File: src/rtl/multdiv.sv
// multdiv: iterative signed 32x32 multiply / restoring divide with a fixed 33-edge latency.
module multdiv (
  input  logic        clock,
  input  logic        reset,
  input  logic [31:0] data_operandA,
  input  logic [31:0] data_operandB,
  input  logic        ctrl_MULT,
  input  logic        ctrl_DIV,
  output logic [31:0] data_result,
  output logic        data_exception,
  output logic        data_resultRDY,
  output logic        busy
);
  typedef enum logic [1:0] {IDLE, MULT, DIV, DONE} state_t;
  state_t      state_q, state_d;
  logic [5:0]  cnt_q, cnt_d;
  logic [63:0] acc_q, acc_d;
  logic [31:0] b_q, b_d, res_q, res_d;
  logic        neg_q, neg_d, dz_q, dz_d, exc_q, exc_d;
  logic        start, ge;
  logic [31:0] mag_a, mag_b, dsub, quo;
  logic [32:0] madd, dsh;
  logic [63:0] prod;
  assign start = ctrl_MULT | ctrl_DIV;
  assign mag_a = data_operandA[31] ? -data_operandA : data_operandA;
  assign mag_b = data_operandB[31] ? -data_operandB : data_operandB;
  // Multiply: acc = {partial hi, multiplier}, shift-add on magnitudes
  assign madd  = {1'b0, acc_q[63:32]} + {1'b0, acc_q[0] ? b_q : 32'd0};
  // Divide: acc = {remainder, dividend/quotient}; remainder < divisor <= 2^31 fits 32 bits
  assign dsh   = acc_q[63:31];
  assign ge    = dsh >= {1'b0, b_q};
  assign dsub  = ge ? dsh[31:0] - b_q : dsh[31:0];
  assign prod  = neg_q ? -acc_q : acc_q;
  assign quo   = neg_q ? -acc_q[31:0] : acc_q[31:0];
  always_comb begin
    state_d = state_q;
    cnt_d   = cnt_q;
    acc_d   = acc_q;
    b_d     = b_q;
    neg_d   = neg_q;
    dz_d    = dz_q;
    res_d   = res_q;
    exc_d   = exc_q;
    if (start) begin
      state_d = ctrl_MULT ? MULT : DIV;
      cnt_d   = 6'd0;
      acc_d   = {32'd0, ctrl_MULT ? mag_b : mag_a};
      b_d     = ctrl_MULT ? mag_a : mag_b;
      neg_d   = data_operandA[31] ^ data_operandB[31];
      dz_d    = ~|data_operandB;
    end else begin
      case (state_q)
        MULT, DIV: begin
          if (cnt_q[5]) begin
            state_d = DONE;
            res_d   = (state_q == MULT) ? prod[31:0] : (dz_q ? 32'd0 : quo);
            exc_d   = (state_q == MULT) ? ~(&prod[63:31] | ~|prod[63:31])
                                        : (dz_q | (~neg_q & acc_q[31]));
          end else begin
            acc_d = (state_q == MULT) ? {madd, acc_q[31:1]} : {dsub, acc_q[30:0], ge};
            cnt_d = cnt_q + 6'd1;
          end
        end
        DONE:    state_d = IDLE;
        default: state_d = IDLE;
      endcase
    end
  end
  always_ff @(posedge clock) begin
    if (reset) begin
      state_q <= IDLE;
      cnt_q   <= '0;
      acc_q   <= '0;
      b_q     <= '0;
      neg_q   <= 1'b0;
      dz_q    <= 1'b0;
      res_q   <= '0;
      exc_q   <= 1'b0;
    end else begin
      state_q <= state_d;
      cnt_q   <= cnt_d;
      acc_q   <= acc_d;
      b_q     <= b_d;
      neg_q   <= neg_d;
      dz_q    <= dz_d;
      res_q   <= res_d;
      exc_q   <= exc_d;
    end
  end
  assign data_result    = res_q;
  assign data_exception = exc_q;
  assign data_resultRDY = state_q == DONE;
  assign busy           = state_q != IDLE;
endmodule

File: config.mk
export PLATFORM = sky130hd
export DESIGN_NAME = multdiv
export DESIGN_NICKNAME = d
export VERILOG_FILES = /design/src/rtl/multdiv.sv
export SDC_FILE = /design/constraint.sdc
export NUM_CORES = 1
export LEC_CHECK = 0
export ABC_CLOCK_PERIOD_IN_PS = 5300
export CAP_MARGIN = 20
export CORE_MARGIN = 2
export CORE_UTILIZATION = 45
export DETAILED_ROUTE_END_ITERATION = 12
export PLACE_DENSITY = 0.71
export SLEW_MARGIN = 0
export SYNTH_ARGS = -nofsm -noshare
export SYNTH_HDL_FRONTEND = slang
export SYNTH_SLANG_ARGS = --single-unit
File: constraint.sdc
create_clock -name clock -period 5.3 [get_ports clock]
set_input_delay 1.06 -clock clock [delete_from_list [all_inputs] [get_ports clock]]
set_output_delay 1.06 -clock clock [all_outputs]
set_load 0.02 [all_outputs]
==> impl_results.md <==
- Layout cell share with drive strength beyond 1: 5.33%
- Max Slew Vio Count: 0
- Slew HR: 35.9%
- Largest net degree at the start of global routing: 90
- Critical Path Most Common Cell: or3_1
- Leakage: 5.80 nW
- Final Wtd Congestion: 0.965
- Period utilisation layout: 86.9%
- Worst hold margin: 0.480 ns
- Cell Chain, Critical Path: clkdlybuf4s50_1 > or3_1 > or3b_2 > nand2b_1 > or2_2 > or4_1 > or3_1 > o31ai_1 > xor2_1 > a2111oi_0
- Most common cell after layout, fill and taps aside: nor2_1
- Synth warnings: 0
- RSZ-0062 raised after global routing: no
- Top_reg_cell synth: dfxtp_1
- Crit Path Class: input pin to flop
- Row Count: 62
- Power Total: 0.00341 W
- Clock share of power: 37.6%
- EDFF count, synth: 0
- Vias in the first global route: 13200
- Sw frac: 34.5%
- Seq pwr share: 34.7%
- Worst skew pair latency: 0.45 ns
- Initial DRC Count: 1518
- Hold Crit Class: flop to flop
- Core Area: 28800 sq um
- Internal reg-to-reg setup slack: 0.86 ns
- Post-Route WL: 45800 um
- Max incr delay on CP: 0.57 ns
- Critical Path Sink Type: flop
- Routed Antenna Nets: 0
- Layout area overhead: 14.0%
- H-tree depth: 4
- WHS Endpoint: cnt_q[1]$_SDFFE_PP0P_
- Avg Vias per Cell: 6.35
- Hold-fix buffers, CTS: 0
- First-pass GRT wire length: 72200 um
- Number of library cell types mapped by synthesis: 73
- Mapped cell area: 13200 sq um
- Post-synthesis async set-or-reset flop share: 0%
- Synth Register Bits: 139
- CTS sink cnt: 139
- FILL cells: 2840
- Hpwl dp: 34400 um
- CTS Buf Count: 17
- Worst Max-Slew Pin Slew: 0.962 ns
- Remaining DRCs: 0
- Leading cell types in the layout, fill and taps excluded: nor2_1 (254), dfxtp_1 (138), nand2_1 (134), a21oi_1 (127), clkdlybuf4s50_1 (99)
- Clk root buf: clkbuf_16
- Worst EP required: 5.61 ns
- Hold wc startpoint: cnt_q[1]$_SDFFE_PP0P_
- Setup TNS: 0 ns
- All-Layer GR Usage: 29.5%
- # Post-CTS Setup Buffers: 0
- Post-synthesis sequential area ratio: 21.1%
- Antenna violations before repair: 1
- Reg-to-reg startpoint: acc_q[0]$_SDFFE_PP0P_
- Final setup vio count: 0
- Port bufs: 102
- Total number of vias: 14100
- Nets: 1966
- Total of max-cap violations: 0
- Grt ovf: 0
- Psw: 0.00118 W
- FF-to-FF path depth: 14
- Synthesized Nets: 1944
- Skew final: 0.00921 ns
- Total I/O pin count: 103
- Post-CTS sizing: 0
- Maximum vdd drop: 0.000223 V
- Power Internal: 0.00223 W
- Startpoint Class: input pin
- Bufs on Longest Clock Path: 2
- Clk pin slew, worst setup/hold paths: 0.06 ns
- TritonCTS clock tree: done
- Worst-path fanout max: 5
- Fmax: 217 MHz
- DRT Pass-1 Iters: 5
- Pwr per Cell Area: 227 nW/um^2
- Avg WL per Cell: 20.6 um
- Reg2reg end: acc_q[61]$_SDFFE_PP0P_
- Die Area: 30700 sq um
- Initial Utilization: 45.8%
- Status: finished clean
- Slowest stage cell, crit path: or3b_2
- Combinational share of power: 27.7%
- Synthesized instance count: 1803
- Hold Path Depth: 2
- Final Hold Vio Count: 0
- Crit path time final: 4.60 ns
- CP arrival: 4.91 ns
- Die Wd: 175 um
- Die Y: 175 um
- Average size of a mapped cell: 7.31 sq um
worst max-delay path: cells and delay by family:
kind	cells	cell delay, ns
buf+inv	1	0.48
compound gates	2	0.70
simple gates	6	2.56
xor+xnor	1	0.12
layout make-up:
type | count | area, sq um | share of cell area [%]
sequential | 139 | 2780 | 18.5
multi-input combinational | 1474 | 9700 | 64.5
clock buffer | 19 | 443 | 2.95
timing repair buffer | 128 | 1220 | 8.11
clock inverter | 13 | 164 | 1.09
antenna | 1 | 2.50 | 0.0166
inverter | 65 | 244 | 1.62
tap | 384 | 480 | 3.20
layer usage:
metal | vias to the layer above | part of all wire (%) | global-route usage, %
met3 | 113 | 7.5 | 4.40
li1 | 6670 | - | -
met5 | - | 0.028 | 0
met1 | 6689 | 44 | 39.7
met4 | 2 | 3.7 | 12.0
met2 | 640 | 45 | 47.0
state kept, by name (all words and copies together) (netlist names):
name and flops:
acc_q 64, b_q 32, data_result 32, cnt_q 6
state_q 2, data_exception 1, dz_q 1, neg_q 1
power by group through the flow:
stage | Clock, W | Sequential (W) | Combinational [W]
floorplan | 0 | 0.00115 | 0.000679
global placement | 0 | 0.00120 | 0.000908
detailed placement | 0 | 0.00120 | 0.000919
CTS | 0.00129 | 0.00118 | 0.000927
global route | 0.00134 | 0.00119 | 0.00103
finish | 0.00128 | 0.00118 | 0.000944
cell families after synthesis:
family,Yosys count,share of synthesized area [%]
AOI/OAI and AO/OA,554,28.4
xor gates and xnor gates,171,11.4
adders and majority gates,73,7.04
buffers and inverters,190,5.61
DFF,139,21.1
muxes,48,3.74
and+or+nand+nor,628,22.8
worst max-delay path by stage:
stage                                     start                      to  slack [ns]  cells past startpoint
after global placement         data_operandB[2]  acc_q[30]$_SDFFE_PP0P_        0.43                     10
after floorplan                data_operandB[4]  acc_q[30]$_SDFFE_PP0P_        1.17                      9
after detailed placement       data_operandB[2]  acc_q[30]$_SDFFE_PP0P_        0.28                     10
final                          data_operandB[2]  acc_q[30]$_SDFFE_PP0P_        0.70                     10
after CTS                      data_operandB[2]  acc_q[30]$_SDFFE_PP0P_        0.73                     10
after global routing      acc_q[0]$_SDFFE_PP0P_  acc_q[61]$_SDFFE_PP0P_        0.52                     14
through the flow:
step | instance area (sq um) | setup WS [ns] | std cells | util, %
after floorplan | 13200 | 1.17 | 1803 | -
after global placement | 14400 | 0.429 | 2189 | 50.0
after detailed placement | 14400 | 0.276 | 2189 | 50.0
after CTS | 15000 | 0.730 | 2221 | 52.1
after global routing | 15000 | 0.517 | 2222 | 52.2
final | 15000 | 0.695 | 2223 | 52.2
cells in the mapped netlist, types with 10 or more instances:
cell type	count	area share [%]
nor2_1	254	7.2
mux2i_1	38	2.9
dfxtp_1	139	21
a21o_1	25	1.4
o21a_1	18	1.0
o211ai_1	14	0.80
or2_2	10	0.47
a22oi_1	55	3.1
o21ai_0	90	3.4
o31ai_1	34	1.9
nor4_1	22	1.0
mux2_2	10	0.85
a211oi_1	45	2.6
a2111oi_0	27	1.8
a21oi_1	128	4.9
or3_1	24	1.1
xnor2_1	80	5.3
o41ai_1	21	1.4
nand4_1	18	0.85
buf_1	14	0.40
nor2b_1	14	0.66
and3_1	13	0.62
nand3_1	24	0.91
or4_1	34	1.9
inv_1	64	1.8
nand2_1	134	3.8
xor2_1	91	6.0
clkbuf_1	102	2.9
a31oi_1	28	1.3
nor3_1	33	1.3
nand2b_1	14	0.66
ha_1	71	6.7
(Power assumes the default switching activity.)
